## config.mk

```make
export PLATFORM = sky130hd
export DESIGN_NAME = elevator
export DESIGN_NICKNAME = d
export VERILOG_FILES = /design/src/rtl/elevator.sv
export SDC_FILE = /design/constraint.sdc
export NUM_CORES = 1
export LEC_CHECK = 0
export BUFFER_PORTS_ARGS = -buffer_cell sky130_fd_sc_hd__buf_4
export CAP_MARGIN = 20
export CELL_PAD_IN_SITES_DETAIL_PLACEMENT = 1
export CELL_PAD_IN_SITES_GLOBAL_PLACEMENT = 1
export CORE_MARGIN = 2
export CORE_UTILIZATION = 39
export CTS_BUF_LIST = sky130_fd_sc_hd__clkbuf_8
export DETAILED_ROUTE_END_ITERATION = 6
export GPL_TIMING_DRIVEN = 0
export PLACE_DENSITY_LB_ADDON = 0.1
export SLEW_MARGIN = 30
export SYNTH_ARGS = -nofsm -noshare
export SYNTH_HDL_FRONTEND = slang
export SYNTH_SLANG_ARGS = --single-unit
export TNS_END_PERCENT = 30
```

## constraint.sdc

```tcl
create_clock -name clk -period 3.1 [get_ports clk]
set_clock_uncertainty 0.05 [all_clocks]
set_input_delay 0 -clock clk [delete_from_list [all_inputs] [get_ports clk]]
set_output_delay 0 -clock clk [all_outputs]
set_load 0.03 [all_outputs]
```

## src/rtl/elevator.sv

```systemverilog
// -----------------------------------------------------------------------------
// elevator -- four-floor (0..3) car controller.
//
// Calls from the hall/car buttons are latched into a pending register. The
// car serves them in its last travel direction, takes FLOOR_TICKS cycles per
// floor and dwells DWELL cycles with the door open at each served floor.
//
// Optional feature (compile-time macro ELEVATOR_FIRE_RECALL_EN):
//   fire recall. While firealarm is high, all calls are discarded and the car
//   returns to floor 0, where the door opens and stays open. When the alarm
//   clears, the car gives a normal door dwell. Without the macro, firealarm
//   is ignored.
//
// Ports
//   clk             rising-edge clock
//   rst             asynchronous, active-high reset
//   reqG..reqF3     call inputs for floors 0..3 (any width >= 1 clock)
//   overload        car overweight (level)
//   firealarm       building fire alarm (level)
//   person_detected doorway obstruction (level)
//   door_open       registered door-open indication
//   door_closed     inverse of door_open
//   bcd_floor       current floor in BCD (0..3)
//   seg             7-segment pattern {g,f,e,d,c,b,a}, active high
//   prox            current floor as a 2-bit binary number
// -----------------------------------------------------------------------------
module elevator (
  input  logic       clk,
  input  logic       rst,
  input  logic       reqG,
  input  logic       reqF1,
  input  logic       reqF2,
  input  logic       reqF3,
  input  logic       overload,
  input  logic       firealarm,
  input  logic       person_detected,
  output logic       door_open,
  output logic       door_closed,
  output logic [3:0] bcd_floor,
  output logic [6:0] seg,
  output logic [1:0] prox
);

  localparam int unsigned FLOOR_TICKS = 4;
  localparam int unsigned DWELL       = 5;
  localparam logic [1:0]  TICK_LAST   = 2'(FLOOR_TICKS - 1);
  localparam logic [2:0]  DWELL_LAST  = 3'(DWELL - 1);

`ifdef ELEVATOR_FIRE_RECALL_EN
  typedef enum logic [2:0] {
    S_IDLE, S_MOVE_UP, S_MOVE_DOWN, S_DOOR, S_FIRE
  } state_t;
`else
  typedef enum logic [2:0] {
    S_IDLE, S_MOVE_UP, S_MOVE_DOWN, S_DOOR
  } state_t;
`endif

  // registers
  state_t      r_state;
  logic [1:0]  r_floor;
  logic [3:0]  r_pending;
  logic        r_dir;        // 1 = up (last travel direction)
  logic [1:0]  r_tick;       // cycles spent on the current floor hop
  logic [2:0]  r_dwell;      // door cycles remaining minus one
  logic        r_door_open;
  logic [6:0]  r_seg;

  // next-state wires
  state_t      w_state_nxt;
  logic [1:0]  w_floor_nxt;
  logic [3:0]  w_pend_nxt;
  logic        w_dir_nxt;
  logic [1:0]  w_tick_nxt;
  logic [2:0]  w_dwell_nxt;
  logic        w_door_nxt;

  logic [3:0]  w_req;
  logic [1:0]  w_floor_up;
  logic [1:0]  w_floor_dn;
  logic        w_tick_done;
  logic        w_above;
  logic        w_below;

`ifndef ELEVATOR_FIRE_RECALL_EN
  logic        w_unused_fire;
  assign w_unused_fire = firealarm;
`endif

  assign w_req       = {reqF3, reqF2, reqF1, reqG};
  assign w_floor_up  = r_floor + 2'd1;
  assign w_floor_dn  = r_floor - 2'd1;
  assign w_tick_done = (r_tick == TICK_LAST);

  function automatic logic any_above(input logic [3:0] p, input logic [1:0] f);
    any_above = 1'b0;
    for (int unsigned i = 0; i < 4; i++)
      if (2'(i) > f) any_above = any_above | p[i];
  endfunction

  function automatic logic any_below(input logic [3:0] p, input logic [1:0] f);
    any_below = 1'b0;
    for (int unsigned i = 0; i < 4; i++)
      if (2'(i) < f) any_below = any_below | p[i];
  endfunction

  function automatic logic [6:0] seg_of(input logic [1:0] f);
    case (f)
      2'd0:    seg_of = 7'b0111111;
      2'd1:    seg_of = 7'b0000110;
      2'd2:    seg_of = 7'b1011011;
      default: seg_of = 7'b1001111;
    endcase
  endfunction

  assign w_above = any_above(r_pending, r_floor);
  assign w_below = any_below(r_pending, r_floor);

  always_comb begin
    w_state_nxt = r_state;
    w_floor_nxt = r_floor;
    w_pend_nxt  = r_pending | w_req;
    w_dir_nxt   = r_dir;
    w_tick_nxt  = '0;
    w_dwell_nxt = r_dwell;

    case (r_state)
      S_IDLE: begin
        if (r_pending[r_floor]) begin
          w_state_nxt = S_DOOR;
          w_dwell_nxt = DWELL_LAST;
        end else if (!overload) begin
          // with calls on both sides, keep going the way we last went
          if (w_above && (r_dir || !w_below)) begin
            w_state_nxt = S_MOVE_UP;
            w_dir_nxt   = 1'b1;
          end else if (w_below) begin
            w_state_nxt = S_MOVE_DOWN;
            w_dir_nxt   = 1'b0;
          end
        end
      end

      S_MOVE_UP: begin
        if (r_floor == 2'd3) begin
          w_state_nxt = S_IDLE;
        end else if (w_tick_done) begin
          w_floor_nxt = w_floor_up;
          if (w_pend_nxt[w_floor_up]) begin
            w_state_nxt = S_DOOR;
            w_dwell_nxt = DWELL_LAST;
          end else if (!any_above(w_pend_nxt, w_floor_up)) begin
            w_state_nxt = S_IDLE;
          end
        end else begin
          w_tick_nxt = r_tick + 2'd1;
        end
      end

      S_MOVE_DOWN: begin
        if (r_floor == 2'd0) begin
          w_state_nxt = S_IDLE;
        end else if (w_tick_done) begin
          w_floor_nxt = w_floor_dn;
          if (w_pend_nxt[w_floor_dn]) begin
            w_state_nxt = S_DOOR;
            w_dwell_nxt = DWELL_LAST;
          end else if (!any_below(w_pend_nxt, w_floor_dn)) begin
            w_state_nxt = S_IDLE;
          end
        end else begin
          w_tick_nxt = r_tick + 2'd1;
        end
      end

      S_DOOR: begin
        // overload keeps reloading, which holds the door open indefinitely
        if (overload || person_detected || w_req[r_floor]) begin
          w_dwell_nxt = DWELL_LAST;
        end else if (r_dwell == 3'd0) begin
          w_state_nxt = S_IDLE;
        end else begin
          w_dwell_nxt = r_dwell - 3'd1;
        end
      end

`ifdef ELEVATOR_FIRE_RECALL_EN
      S_FIRE: begin
        if (!firealarm) begin
          if (r_floor == 2'd0) begin
            w_state_nxt = S_DOOR;
            w_dwell_nxt = DWELL_LAST;
          end else begin
            w_state_nxt = S_IDLE;
          end
        end else if (r_floor != 2'd0) begin
          if (w_tick_done) begin
            w_floor_nxt = w_floor_dn;
            w_dir_nxt   = 1'b0;
          end else begin
            w_tick_nxt = r_tick + 2'd1;
          end
        end
      end
`endif

      default: w_state_nxt = S_IDLE;
    endcase

    // the call at the floor where the door is (re)opening is served
    if (w_state_nxt == S_DOOR) w_pend_nxt[w_floor_nxt] = 1'b0;

`ifdef ELEVATOR_FIRE_RECALL_EN
    // alarm overrides everything: drop calls, freeze position, start recall
    if (firealarm) begin
      w_pend_nxt = '0;
      if (r_state != S_FIRE) begin
        w_state_nxt = S_FIRE;
        w_floor_nxt = r_floor;
        w_tick_nxt  = '0;
      end
    end
    w_door_nxt = (w_state_nxt == S_DOOR) ||
                 ((w_state_nxt == S_FIRE) && (w_floor_nxt == 2'd0));
`else
    w_door_nxt = (w_state_nxt == S_DOOR);
`endif
  end

  always_ff @(posedge clk or posedge rst) begin
    if (rst) begin
      r_state     <= S_IDLE;
      r_floor     <= '0;
      r_pending   <= '0;
      r_dir       <= 1'b1;
      r_tick      <= '0;
      r_dwell     <= '0;
      r_door_open <= 1'b0;
      r_seg       <= 7'b0111111;
    end else begin
      r_state     <= w_state_nxt;
      r_floor     <= w_floor_nxt;
      r_pending   <= w_pend_nxt;
      r_dir       <= w_dir_nxt;
      r_tick      <= w_tick_nxt;
      r_dwell     <= w_dwell_nxt;
      r_door_open <= w_door_nxt;
      r_seg       <= seg_of(w_floor_nxt);
    end
  end

  assign door_open   = r_door_open;
  assign door_closed = ~r_door_open;
  assign bcd_floor   = {2'b00, r_floor};
  assign prox        = r_floor;
  assign seg         = r_seg;

endmodule

```

Word-level counts from Yosys, hierarchy flattened. Index checks and enable logic that the tools add are counted.

Reduce and logical (&&, ||, !) cells: 14. Bitwise gates (word level): 18. Equal/unequal tests: 16. Add/subtract/negate cells: 4. Order comparisons: 21. Muxes and demuxes: 96.

Operator list (number): $mux 3 (23); $mux 1 (55); $pmux 3 s4 (2); $pmux 7 s3 (1); $mux 2 (7); $ne 2x2->1 const B (7); $lt 2x3->1 const B (4); $or 1x1->1 (12); $eq 3x2->1 const B (3); $reduce_and 9->1 (1); $bmux 1 s2 (4); $gt 1x2->1 const A (4); $gt 2x2->1 const A (4); $lt 1x2->1 const A (4); $lt 2x2->1 const A (4); $pmux 2 s2 (2); $eq 2x2->1 const B (3); $logic_not 3->1 (2); $add 2x1->2 const B (2); $and 4x4->4 (1); $logic_not 2->1 (2); $mux 4 (1); $not 4->4 (1); $or 4x4->4 (1); 14 further kinds (19).

Flip-flop bits (word level): 23. Logic and storage cells: 177.

Depth between registers and ports, before layout.
Depth after elaboration: 32. Depth in mapped cells: 10.

Worst setup path before layout. Ideal clock, no wire load.

Kind: flip-flop to flip-flop. From: reg r_floor[0] (netlist: prox[0]). To: reg r_dwell[0]. Arrival time: 2.655 ns. Library setup time: 0.125 ns. Setup slack: 0.270 ns. Required time: 2.925 ns. Path buffers: 1. Stages on the path, launching flop included: 11. Cells stage by stage: dfrtp_1 -> buf_6 -> inv_1 -> ha_1 -> inv_1 -> mux4_1 -> o31ai_1 -> nand4_1 -> nand2_2 -> inv_4 -> mux2_4.

Cells in the longest elaborated chain, start to end: 5.

Ends and longest elaborated chain: from (decl) (line 61) `logic [1:0] r_floor;`; from (signal assigned) (line 242) `r_floor <= w_floor_nxt;`; $sub 2x1->2 (tied with other cells) (line 92) `assign w_floor_dn = r_floor - 2'd1;`; $bmux 1 s2 (tied with other cells) (line 165) `if (w_pend_nxt[w_floor_dn]) begin`; $mux 1 (not written as such) (tied with other cells) (line 165); $ne 2x2->1 (no source line) (tied with other cells); $reduce_and 9->1 (no source line) or $pmux 3 s4 (tied branches); to (signal assigned) (line 246) `r_dwell <= w_dwell_nxt;`; to (decl) (line 65) `logic [2:0] r_dwell;`.

Parallel ways exist; a longest one is shown, timed or not. The select of a mux whose other input is x is not followed. A chain may end at the register's enable or synchronous reset.

Worst setup path after layout. Same ends and word-level chain as after synthesis.

==> results_dict.tcl <==
set metrics [dict create \
    outcome "complete, no violations" \
    ys_ff_latch 21 \
    worst-path-max-fanout 8 \
    numCtsBuffers 3 \
    met1_length_um 1503 \
    netlist_area_um2 1384 \
    cts_tree "done" \
    crit_path_start_kind "register" \
    r2r_cells 10 \
    yosys_warnings 0 \
    fp.dieW_um 63.57 \
    rows 21 \
    place.gp.congestion 0.9139 \
    fill_cells 406 \
    synth_top_area_share 0.2893 \
    dr.max_layer_used "met4" \
    grt_pass1_wl_um 5478 \
    final_area_um2 1658 \
    dieArea_um2 4041 \
    port_buffers 19 \
    power_mw 1.331 \
    slew_headroom 0.4722 \
    synthFlopType "dfrtp_1" \
    antenna_found_initial 0 \
    vias_per_cell 5.267 \
    hpwl_um 2540 \
    grt_usage 0.1758 \
    ctsLongestPathBuffers 2 \
    grt_max_degree 22 \
    hold_viol_final 0 \
    critical_path_required_ps 3200 \
    clkTransAtPathRegs_ps 80 \
    final.setup.tns_ps 0 \
    synth_edf_count 0 \
    synthTopCellsByArea "dfrtp_1, dfstp_2, ha_1, mux4_1, buf_4" \
    crit_path_end_kind "register" \
    syn_to_final_growth_pct 19.80 \
    slew_violations 0 \
    wire_per_inst_um 16.25 \
    drt_iter0_drc 27 \
    insertion_delay_ps 260 \
    io_pins 24 \
    rrSetupSlack_ps 150 \
    r2r-start "prox[0]" \
    n_antenna_cell 0 \
    fin_util 0.4929 \
    layout-drive-gt1-share 0.3313 \
    yosysTopAreaCell "dfrtp_1" \
    leakage_nw 0.6938 \
    drtPass1Iterations 4 \
    num_vias 1085 \
    post-place-cells 201 \
    cts_htree_levels 1 \
    max_freq_ghz 0.3393 \
    hold_class "in2reg" \
    die_y_um 63.57 \
    syn_inst 134 \
    timing.final.crit_share 0.9508 \
    crit_type "reg2reg" \
    setup_slack_ps 152.6 \
    ant_nets 0 \
    syn_area_per_cell_um2 10.33 \
    yosysSeqAreaShare 0.3843 \
    cap_violations 0 \
    period_minus_slack_ps 2947 \
    worstMarginPinSlew_ps 790.8 \
    synth_cell_types 46 \
    reg2reg_to "r_dwell[0]" \
    crit_path_end "r_dwell[0]" \
    crit_path_start "prox[0]" \
    grt-ovfl-total 0 \
    cts-root-buf "clkbuf_8" \
    nNetsFinal 179 \
    max-vdd-ir-drop_mv 0.4558 \
    drcViolationCount 0 \
    cellPowerDensity_nw_per_um2 802.9 \
    hold_ws_ps 11.75 \
    design.core.area_um2 3363 \
    first_global_vias 1122 \
    layout.cells.non_filler 206 \
    start_util 0.4115 \
    wl_um 3348 \
    dr_wl_met2_um 1738 \
    cp.arrival_ps 3050 \
    wl_met3_um 75 \
    finalSetupViolCount 0 \
    rsz0062_at_grt "no" \
    dp_slack_ps 77.00 \
    clkSinkCount 21 \
    place_area_um2 1592 \
    async_reset_ff_frac 1.000 \
]
[layout by cell type (no fill, tap or decap), types with 4 or more instances in the layout]
cell type,Yosys,final
or2_1,4,4
a31oi_1,6,6
o21ai_0,5,5
conb_1,2,4
buf_4,6,25
dfrtp_1,16,14
inv_1,12,12
nand2b_1,4,4
o21bai_1,4,4
nor3_1,4,4
ha_1,9,9
nand2_1,5,5
nor2_1,7,7
dfstp_2,5,5
[state kept, by name (all words and copies together), names as in the netlist]
register,cells
r_dwell,3
r_state,3
prox,2
seg,5
r_pending,4
r_dir,1
door_open,1
r_tick,2
[power breakdown]
group	internal, mW	switching (mW)
sequential	0.368	0.0742
combinational	0.297	0.406
clock	0.0909	0.0943
[layer usage]
layer  up-vias  track usage
met3         4      0.03929
li1        520            -
met4         0      0.04076
met1       547       0.2191
met2        14       0.3079
met5         -            0
[synth_stat cells (all sizes together), types with 3 or more instances]
cell,instances
dfrtp,16
o21bai,4
mux2,3
a31oi,6
buf,8
o21ai,5
o21a,3
o31ai,3
mux4,3
nor3,4
ha,9
dfstp,5
inv,13
nand2,6
or2,5
or3b,3
nor2,7
nand2b,4
[what timing repair did]
action                     in CTS  in global routing
gates resized for setup         1                  2
setup endpoints to repair       1                  2
hold endpoints to repair       16                  0
hold buffers                    1                  0
buffers inserted                0                  0
[worst min path at each step]
| stage | from | endpoint | slack, ps | cells past startpoint |
|---|---|---|---|---|
| final | reqF3 | r_pending[3] | 10 | 3 |
| after global routing | reqF3 | r_pending[3] | 30 | 3 |
| after CTS | reqF3 | r_pending[3] | 30 | 3 |
| after detailed placement | rst | r_state[2] | 160 | 2 |
| after global placement | rst | r_state[2] | 140 | 2 |
| after floorplan | rst | door_open | -80 | 1 |
[area by class of cell]
class	count	area, um2	area share
well taps	46	57.56	0.03472
inverters	13	51.30	0.03094
multi-input cells	94	745.7	0.4498
clock inverters	1	7.507	0.004528
plain buffers	8	67.56	0.04075
repair buffers	20	152.6	0.09208
flip-flops and latches	21	534.3	0.3223
clock buffers	3	41.29	0.02491
[kinds of logic (layout without fill, tap and decap cells)]
| logic type | Yosys count | in the layout | share of synthesized area |
|---|---|---|---|
| adder cells (fa/ha/maj) | 9 | 9 | 0.08138 |
| other | 2 | 4 | 0.005427 |
| AND/OR/NAND/NOR | 39 | 39 | 0.1600 |
| flip-flops | 21 | 21 | 0.3843 |
| multiplexers | 8 | 8 | 0.09855 |
| AO/OA/AOI/OAI | 33 | 33 | 0.1781 |
| XOR/XNOR | 1 | 1 | 0.006330 |
| buffers and inverters | 21 | 45 | 0.08589 |
[worst max-delay path, cell delays in order (launching register included)]
cell and delay, ps:
dfrtp_2 420, buf_6 160, inv_1 80, ha_1 390, inv_1 140, mux4_1 620, o31ai_2 250, nand4_1 160
nand2_2 180, inv_4 70, mux2_4 300
No activity file was read; power rests on OpenSTA's default activity.
